===== src/rtl/cfg_shift_sequencer.sv =====
// Wishbone-fed config sequencer: buffers bitstream words, shifts one column chain LSB first, then latches.
// Latency: bus ack one cycle after the request; first bit leaves the cycle after the first DATA push.
// Backpressure: a DATA write to a full FIFO is held without ack until the head word finishes shifting.

// Generic single-clock word FIFO with synchronous flush.
// Latency: a pushed word is visible on rd_dat the cycle after the push.
// Backpressure: a push while full is only taken if a pop happens in the same cycle.
module fifo #(
  parameter int WIDTH = 32,
  parameter int DEPTH = 4
) (
  input  logic                       clk,
  input  logic                       rst,
  input  logic                       flush,
  input  logic                       wr_vld,
  input  logic [WIDTH-1:0]           wr_dat,
  input  logic                       rd_rdy,
  output logic [WIDTH-1:0]           rd_dat,
  output logic                       full,
  output logic                       empty,
  output logic [$clog2(DEPTH+1)-1:0] level
);
  localparam int AW = $clog2(DEPTH);
  localparam int LW = $clog2(DEPTH + 1);

  logic [WIDTH-1:0] mem [DEPTH];
  logic [AW-1:0]    wr_ptr;
  logic [AW-1:0]    rd_ptr;
  logic [LW-1:0]    cnt;
  logic             do_wr;
  logic             do_rd;

  assign full   = (cnt == LW'(DEPTH));
  assign empty  = (cnt == '0);
  assign level  = cnt;
  assign rd_dat = mem[rd_ptr];
  assign do_wr  = wr_vld && (!full || rd_rdy);
  assign do_rd  = rd_rdy && !empty;

  // Pointer and occupancy bookkeeping; flush drops every stored word.
  always_ff @(posedge clk) begin
    if (rst || flush) begin
      wr_ptr <= '0;
      rd_ptr <= '0;
      cnt    <= '0;
    end else begin
      if (do_wr) wr_ptr <= wr_ptr + 1'b1;
      if (do_rd) rd_ptr <= rd_ptr + 1'b1;
      if (do_wr && !do_rd)      cnt <= cnt + 1'b1;
      else if (!do_wr && do_rd) cnt <= cnt - 1'b1;
    end
  end

  // Storage array; contents need no reset because occupancy guards reads.
  always_ff @(posedge clk) begin
    if (do_wr && !flush) mem[wr_ptr] <= wr_dat;
  end
endmodule

module cfg_shift_sequencer #(
  parameter logic [31:0] BASE_ADDR  = 32'h3000_0000,
  parameter int          BITS_TOTAL = 1024,
  parameter int          FIFO_DEPTH = 4
) (
  input  logic        wb_clk_i,
  input  logic        wb_rst_i,
  input  logic        wbs_cyc_i,
  input  logic        wbs_stb_i,
  input  logic        wbs_we_i,
  input  logic [31:0] wbs_adr_i,
  input  logic [31:0] wbs_dat_i,
  output logic        wbs_ack_o,
  output logic [31:0] wbs_dat_o,
  output logic        cen,
  output logic        shift_out,
  output logic        set_out,
  output logic        busy
);
  localparam int            CW       = $clog2(BITS_TOTAL + 1);
  localparam int            LW       = $clog2(FIFO_DEPTH + 1);
  localparam logic [CW-1:0] BITS_END = CW'(BITS_TOTAL);

  typedef enum logic [1:0] {ST_IDLE, ST_SHIFT, ST_LATCH, ST_DONE} state_t;
  state_t state_q, state_d;

  logic          ack_q;
  logic [31:0]   rdat_q;
  logic          err_q;
  logic          set_q;
  logic [CW-1:0] bit_cnt_q;
  logic [4:0]    bit_idx_q;

  logic [31:0]   fifo_dat;
  logic          fifo_full, fifo_empty, fifo_push, fifo_pop, fifo_flush;
  logic [LW-1:0] fifo_level;

  logic req, sel_data, sel_ctrl, sel_stat, data_wr, ctrl_wr;
  logic chain_end, shift_en, stall, accept, discard;
  logic do_start, do_abort, start_go;
  logic [31:0] cnt_ext, lvl_ext, status;
  logic unused_adr;

  assign unused_adr = &{1'b0, wbs_adr_i[1:0]};

  // Bus decode: only the upper 28 address bits select this block.
  assign req      = wbs_cyc_i && wbs_stb_i && (wbs_adr_i[31:4] == BASE_ADDR[31:4]);
  assign sel_data = (wbs_adr_i[3:2] == 2'd0);
  assign sel_ctrl = (wbs_adr_i[3:2] == 2'd1);
  assign sel_stat = (wbs_adr_i[3:2] == 2'd2);
  assign data_wr  = req && wbs_we_i && sel_data;

  // The head word stays in the FIFO while it shifts; it pops on its bit 31.
  assign chain_end = (state_q == ST_SHIFT) && (bit_cnt_q == BITS_END);
  assign shift_en  = (state_q == ST_SHIFT) && !chain_end && !fifo_empty;
  assign fifo_pop  = shift_en && (bit_idx_q == 5'd31);

  // A full FIFO holds off the ack; at chain end the write is taken and flushed.
  assign stall      = data_wr && (state_q == ST_SHIFT) && fifo_full && !fifo_pop && !chain_end;
  assign accept     = req && !ack_q && !stall;
  assign fifo_push  = accept && data_wr && (state_q == ST_SHIFT);
  assign discard    = accept && data_wr && (state_q != ST_SHIFT);
  assign ctrl_wr    = accept && wbs_we_i && sel_ctrl;
  assign do_abort   = ctrl_wr && wbs_dat_i[1];
  assign do_start   = ctrl_wr && wbs_dat_i[0] && !wbs_dat_i[1];
  assign start_go   = do_start && ((state_q == ST_IDLE) || (state_q == ST_DONE));
  assign fifo_flush = do_abort || chain_end;

  fifo #(.WIDTH(32), .DEPTH(FIFO_DEPTH)) u_fifo (
    .clk    (wb_clk_i),
    .rst    (wb_rst_i),
    .flush  (fifo_flush),
    .wr_vld (fifo_push),
    .wr_dat (wbs_dat_i),
    .rd_rdy (fifo_pop),
    .rd_dat (fifo_dat),
    .full   (fifo_full),
    .empty  (fifo_empty),
    .level  (fifo_level)
  );

  assign cnt_ext = 32'(bit_cnt_q);
  assign lvl_ext = 32'(fifo_level);
  assign status  = {cnt_ext[15:0], lvl_ext[7:0], 3'b000, err_q, fifo_empty, fifo_full, busy, set_q};

  assign cen       = shift_en;
  assign shift_out = shift_en && fifo_dat[bit_idx_q];
  assign set_out   = set_q;
  assign busy      = (state_q == ST_SHIFT) || (state_q == ST_LATCH);
  assign wbs_ack_o = ack_q;
  assign wbs_dat_o = rdat_q;

  // State register.
  always_ff @(posedge wb_clk_i) begin
    if (wb_rst_i) state_q <= ST_IDLE;
    else          state_q <= state_d;
  end

  // Next-state logic; ABORT overrides every transition.
  always_comb begin
    state_d = state_q;
    case (state_q)
      ST_IDLE:  if (start_go) state_d = ST_SHIFT;
      ST_SHIFT: if (chain_end) state_d = ST_LATCH;
      ST_LATCH: state_d = ST_DONE;
      ST_DONE:  if (start_go) state_d = ST_SHIFT;
      default:  state_d = ST_IDLE;
    endcase
    if (do_abort) state_d = ST_IDLE;
  end

  // Bus response: one-cycle ack, forced low the cycle after, STATUS data with it.
  always_ff @(posedge wb_clk_i) begin
    if (wb_rst_i) begin
      ack_q  <= 1'b0;
      rdat_q <= '0;
    end else begin
      ack_q  <= accept;
      rdat_q <= (accept && !wbs_we_i && sel_stat) ? status : '0;
    end
  end

  // Sequencer bookkeeping: bit counter, bit index in head word, sticky err, latch level.
  always_ff @(posedge wb_clk_i) begin
    if (wb_rst_i) begin
      err_q     <= 1'b0;
      set_q     <= 1'b0;
      bit_cnt_q <= '0;
      bit_idx_q <= '0;
    end else begin
      if (start_go)     err_q <= 1'b0;
      else if (discard) err_q <= 1'b1;

      if (start_go)      bit_cnt_q <= '0;
      else if (shift_en) bit_cnt_q <= bit_cnt_q + 1'b1;

      if (fifo_flush || start_go) bit_idx_q <= '0;
      else if (shift_en)          bit_idx_q <= bit_idx_q + 1'b1;

      if (do_abort || start_go)      set_q <= 1'b0;
      else if (state_q == ST_LATCH)  set_q <= 1'b1;
    end
  end
endmodule


===== config.mk =====
export PLATFORM = sky130hd
export DESIGN_NAME = cfg_shift_sequencer
export DESIGN_NICKNAME = d
export VERILOG_FILES = /design/src/rtl/cfg_shift_sequencer.sv
export SDC_FILE = /design/constraint.sdc
export NUM_CORES = 1
export LEC_CHECK = 0
export BUFFER_PORTS_ARGS = -buffer_cell sky130_fd_sc_hd__buf_2
export CAP_MARGIN = 20
export CORE_ASPECT_RATIO = 1.4
export CORE_MARGIN = 3
export CORE_UTILIZATION = 55
export DETAILED_ROUTE_END_ITERATION = 10
export HOLD_SLACK_MARGIN = 0.1
export PLACE_DENSITY = 0.89
export REMOVE_ABC_BUFFERS = 1
export SLEW_MARGIN = 30
export SYNTH_ARGS = -nofsm -noshare
export SYNTH_HDL_FRONTEND = slang
export SYNTH_HIERARCHICAL = 1
export SYNTH_SLANG_ARGS = --single-unit

===== constraint.sdc =====
create_clock -name wb_clk_i -period 5.6 [get_ports wb_clk_i]
set_clock_uncertainty 0.2 [all_clocks]
set_input_delay 0.56 -clock wb_clk_i [delete_from_list [all_inputs] [get_ports wb_clk_i]]
set_output_delay 0.56 -clock wb_clk_i [all_outputs]
set_load 0.02 [all_outputs]

==> metrics.md <==
| Metric | Value |
|---|---|
| Status | `complete, no violations` |
| Design Area, Final | `8390 um^2` |
| Clock power frac | `just over 40%` |
| CTS max path bufs | `2` |
| Largest family of logic cells by synthesized area | `multiplexers` |
| Post-synth top area share | `~53%` |
| Vias in the first global route | `4,049` |
| Drt drc | `0` |
| Total track usage | `about a fifth` |
| Die W | `~100 um` |
| Average wire per standard cell | `between 15 and 20 um` |
| Area leader, netlist | `edfxtp_1` |
| Warnings, synthesis | `6` |
| DIE HEIGHT | `around 140 um` |
| Hold-fix buffers, CTS | `0` |
| Arrival time worst endpoint | `3300 ps` |
| Post-Synth Simple-Gate Area | `~8.5%` |
| Most frequent cell after synthesis | `edfxtp_1` |
| Worst-path clk slew | `about 60 ps` |
| Startpoint types | `flip-flop` |
| Filler instances | `between 800 and 900` |
| First drt pass iteration count | `4` |
| CTS Root Cell | `clkbuf_16` |
| CP Class | `flip-flop to output port` |
| Sequential power share | `between 50% and 60%` |
| Final hold violation count | `0` |
| Final worst-path cycle share | `72.5%` |
| Post-synthesis mux area share | `15.1%` |
| Final setup viols | `0` |
| Syn Area/Cell | `17.2 um^2` |
| Netlist area before placement | `7280 um^2` |
| Maximum vdd drop | `slightly below 300 uV` |
| PnR worst setup slack | `between 1500 and 2000 ps` |
| Area contributors post-synth | `edfxtp_1 53%, dfxtp_1 13%, mux4_1 10%, mux4_2 4.3%, ha_1 1.9%` |
| Gpl congestion | `around 0.84` |
| EDFF count, synth | `about 130` |
| Num ports | `around 110` |
| Resize count post-CTS | `0` |
| Vias/cell | `roughly 5.9` |
| Top cells by count, synth | `128 x edfxtp_1, 49 x dfxtp_1, 28 x mux4_1, 27 x nor2_1, 20 x and2_1` |
| Die footprint | `14,700 um^2` |
| WL final | `between 10,000 and 15,000 um` |
| Synth-to-layout area growth | `15.2%` |
| Routed vias | `around 4.1k` |
| CTS buffer count | `17` |
| Largest net degree at the start of global routing | `33` |
| Max_cap viols | `0` |
| Sequential element share of the synthesized area | `66.3%` |
| Post-Synth XOR/XNOR Area | `1.80%` |
| Initial antenna violation count | `1` |
| Primary FF master, synth | `edfxtp_1` |
| R2R depth | `15` |
| Net Sw Power | `around 560 uW` |
| H-tree levels | `4` |
| Site Rows | `49` |
| DP Wirelength | `roughly 8500 um` |
| Synth Register Bits | `roughly 180` |
| Min-delay worst type | `input port to flip-flop` |
| Worst-margin pin slew | `635 ps` |
| Post-CTS setup buffer count | `0` |
| Worst Hold Path Cells | `1` |
| DR iter-0 viols | `between 200 and 300` |
| Worst Path Required | `4840 ps` |
| Core Area | `approximately 13,000 um^2` |
| Sw Share | `a little over a fifth` |
| Unrepaired setup endpoints after global routing | `false` |
| Total negative setup slack | `0 ps` |
| Hold Worst Slack | `152 ps` |
| First-pass GRT wire length | `between 20,000 and 25,000 um` |
| Cell Int Power | `2070 uW` |
| Worst Path Max Fanout | `32` |
| DP Worst Slack | `between 1500 and 2000 ps` |
| Adder-Cell Fraction of Synth Area | `2.16%` |
| Nets | `slightly above 600` |
| Antenna Violating Nets Remaining | `0` |
| Dpl cell area | `between 7000 and 8000 um^2` |
| Sink Count | `between 150 and 200` |
| Clk_lat worst skew | `around 420 ps` |
| Leakage | `between 0.003 and 0.004 uW` |
| Post-synth ARST share | `0%` |
| Power Dens Cells | `313 nW/um^2` |
| Crit. End Element | `output port` |
| Grt ovf | `0` |
| Area fraction in compound gates after synthesis | `between 2 and 3%` |
| Starting Density | `approximately 57%` |
| Max Freq | `~250 MHz` |
| Mapped Cells | `about 420` |
| Slew headroom | `a little under 60%` |
| Cell variety after synth | `53` |
| Port bufs | `90` |
| Combinational share of power | `under 10%` |
| TritonCTS clock tree | `done` |
| Clock period minus worst slack | `approximately 4100 ps` |
| Share of layout cells above drive strength 1 | `roughly 29%` |
| Fin. max-slew vios | `0` |
-- cells by family (layout without fill, tap and decap cells) --
| logic type | count (synthesis) | in the layout |
|---|---|---|
| AOI/OAI and AO/OA | 27 | 27 |
| xor gates and xnor gates | 15 | 15 |
| adders and majority gates | 12 | 12 |
| buffers and inverters | 39 | 140 |
| DFF | 177 | 177 |
| muxes | 47 | 47 |
| other | 1 | 14 |
| and+or+nand+nor | 105 | 105 |
-- per-stage QoR --
stage	total power, uW	cells	util [%]
after floorplan	1510	407	-
after global placement	1560	657	60.9
after detailed placement	1570	657	60.9
after CTS	2640	689	65.1
after global routing	2710	690	65.1
final	2620	690	65.1
-- power by group through the flow --
stage	combinational (uW)	clock (uW)	sequential [uW]
2_1_floorplan	66.6	0	1450
3_3_place_gp	118	0	1440
3_5_place_dp	125	0	1440
4_1_cts	125	1100	1410
5_1_grt	141	1150	1410
6_report	127	1080	1420
-- worst paths after layout --
path / start / end / slack, ps
max: flip-flop / shift_out / 1540
min: wbs_dat_i[31] / u_fifo/mem[1][31] / 150
max reg2reg: bit_idx_q[1] / u_fifo/level[2] / 1560
min reg2reg: err_q / wbs_dat_o[4] / 260
-- per-layer routing --
| layer | vias up | track usage [%] | routed length (um) |
|---|---|---|---|
| met5 | - | 0 | 0 |
| met4 | 0 | 8.59 | 378 |
| met3 | 29 | 4.81 | 809 |
| met2 | 177 | 32.4 | 7080 |
| met1 | 2035 | 21.9 | 5100 |
| li1 | 1844 | - | - |
-- cells in the final DEF (no fill, tap or decap), types with 4 or more instances in the layout --
cell type	Yosys	routed
xor2_1	12	12
buf_4	14	7
edfxtp_1	128	128
nor4_1	6	6
and2_1	20	20
mux4_1	28	28
o21ai_0	6	6
a21oi_1	6	6
ha_1	11	11
and3_1	7	7
nand4_1	9	9
nand2_1	5	5
inv_1	11	11
or3_1	4	4
conb_1	1	13
buf_2	5	90
mux4_2	14	14
dfxtp_1	49	49
clkbuf_16	0	17
nor2_1	27	27
nor3b_2	0	4
mux2i_1	5	5
-- critical path, cell delays in order, from the launching register on --
cell	delay (ps)
dfxtp_1	320
buf_4	450
mux4_1	650
mux4_2	510
mux4_2	500
mux2i_1	190
nor3_1	60
buf_2	190
-- area by class of cell --
type,instances,area (um^2),area share (%)
diodes,1,2.50,0.0298
flip-flops and latches,177,4820,57.5
clock inverters,14,115,1.37
multi-input cells,219,2280,27.2
repair buffers,97,503,6.00
inverters,11,41.3,0.492
well taps,153,191,2.28
clock buffers,18,429,5.12
-- flip-flops by register name, indices dropped and copies added, names as in the netlist, 2 cells and up, named ones only --
register	count
state_q	2
bit_idx_q	5
u_fifo/mem	128
u_fifo/rd_ptr	2
bit_cnt_q	11
u_fifo/level	3
wbs_dat_o	19
u_fifo/wr_ptr	2
(Power assumes the default switching activity.)
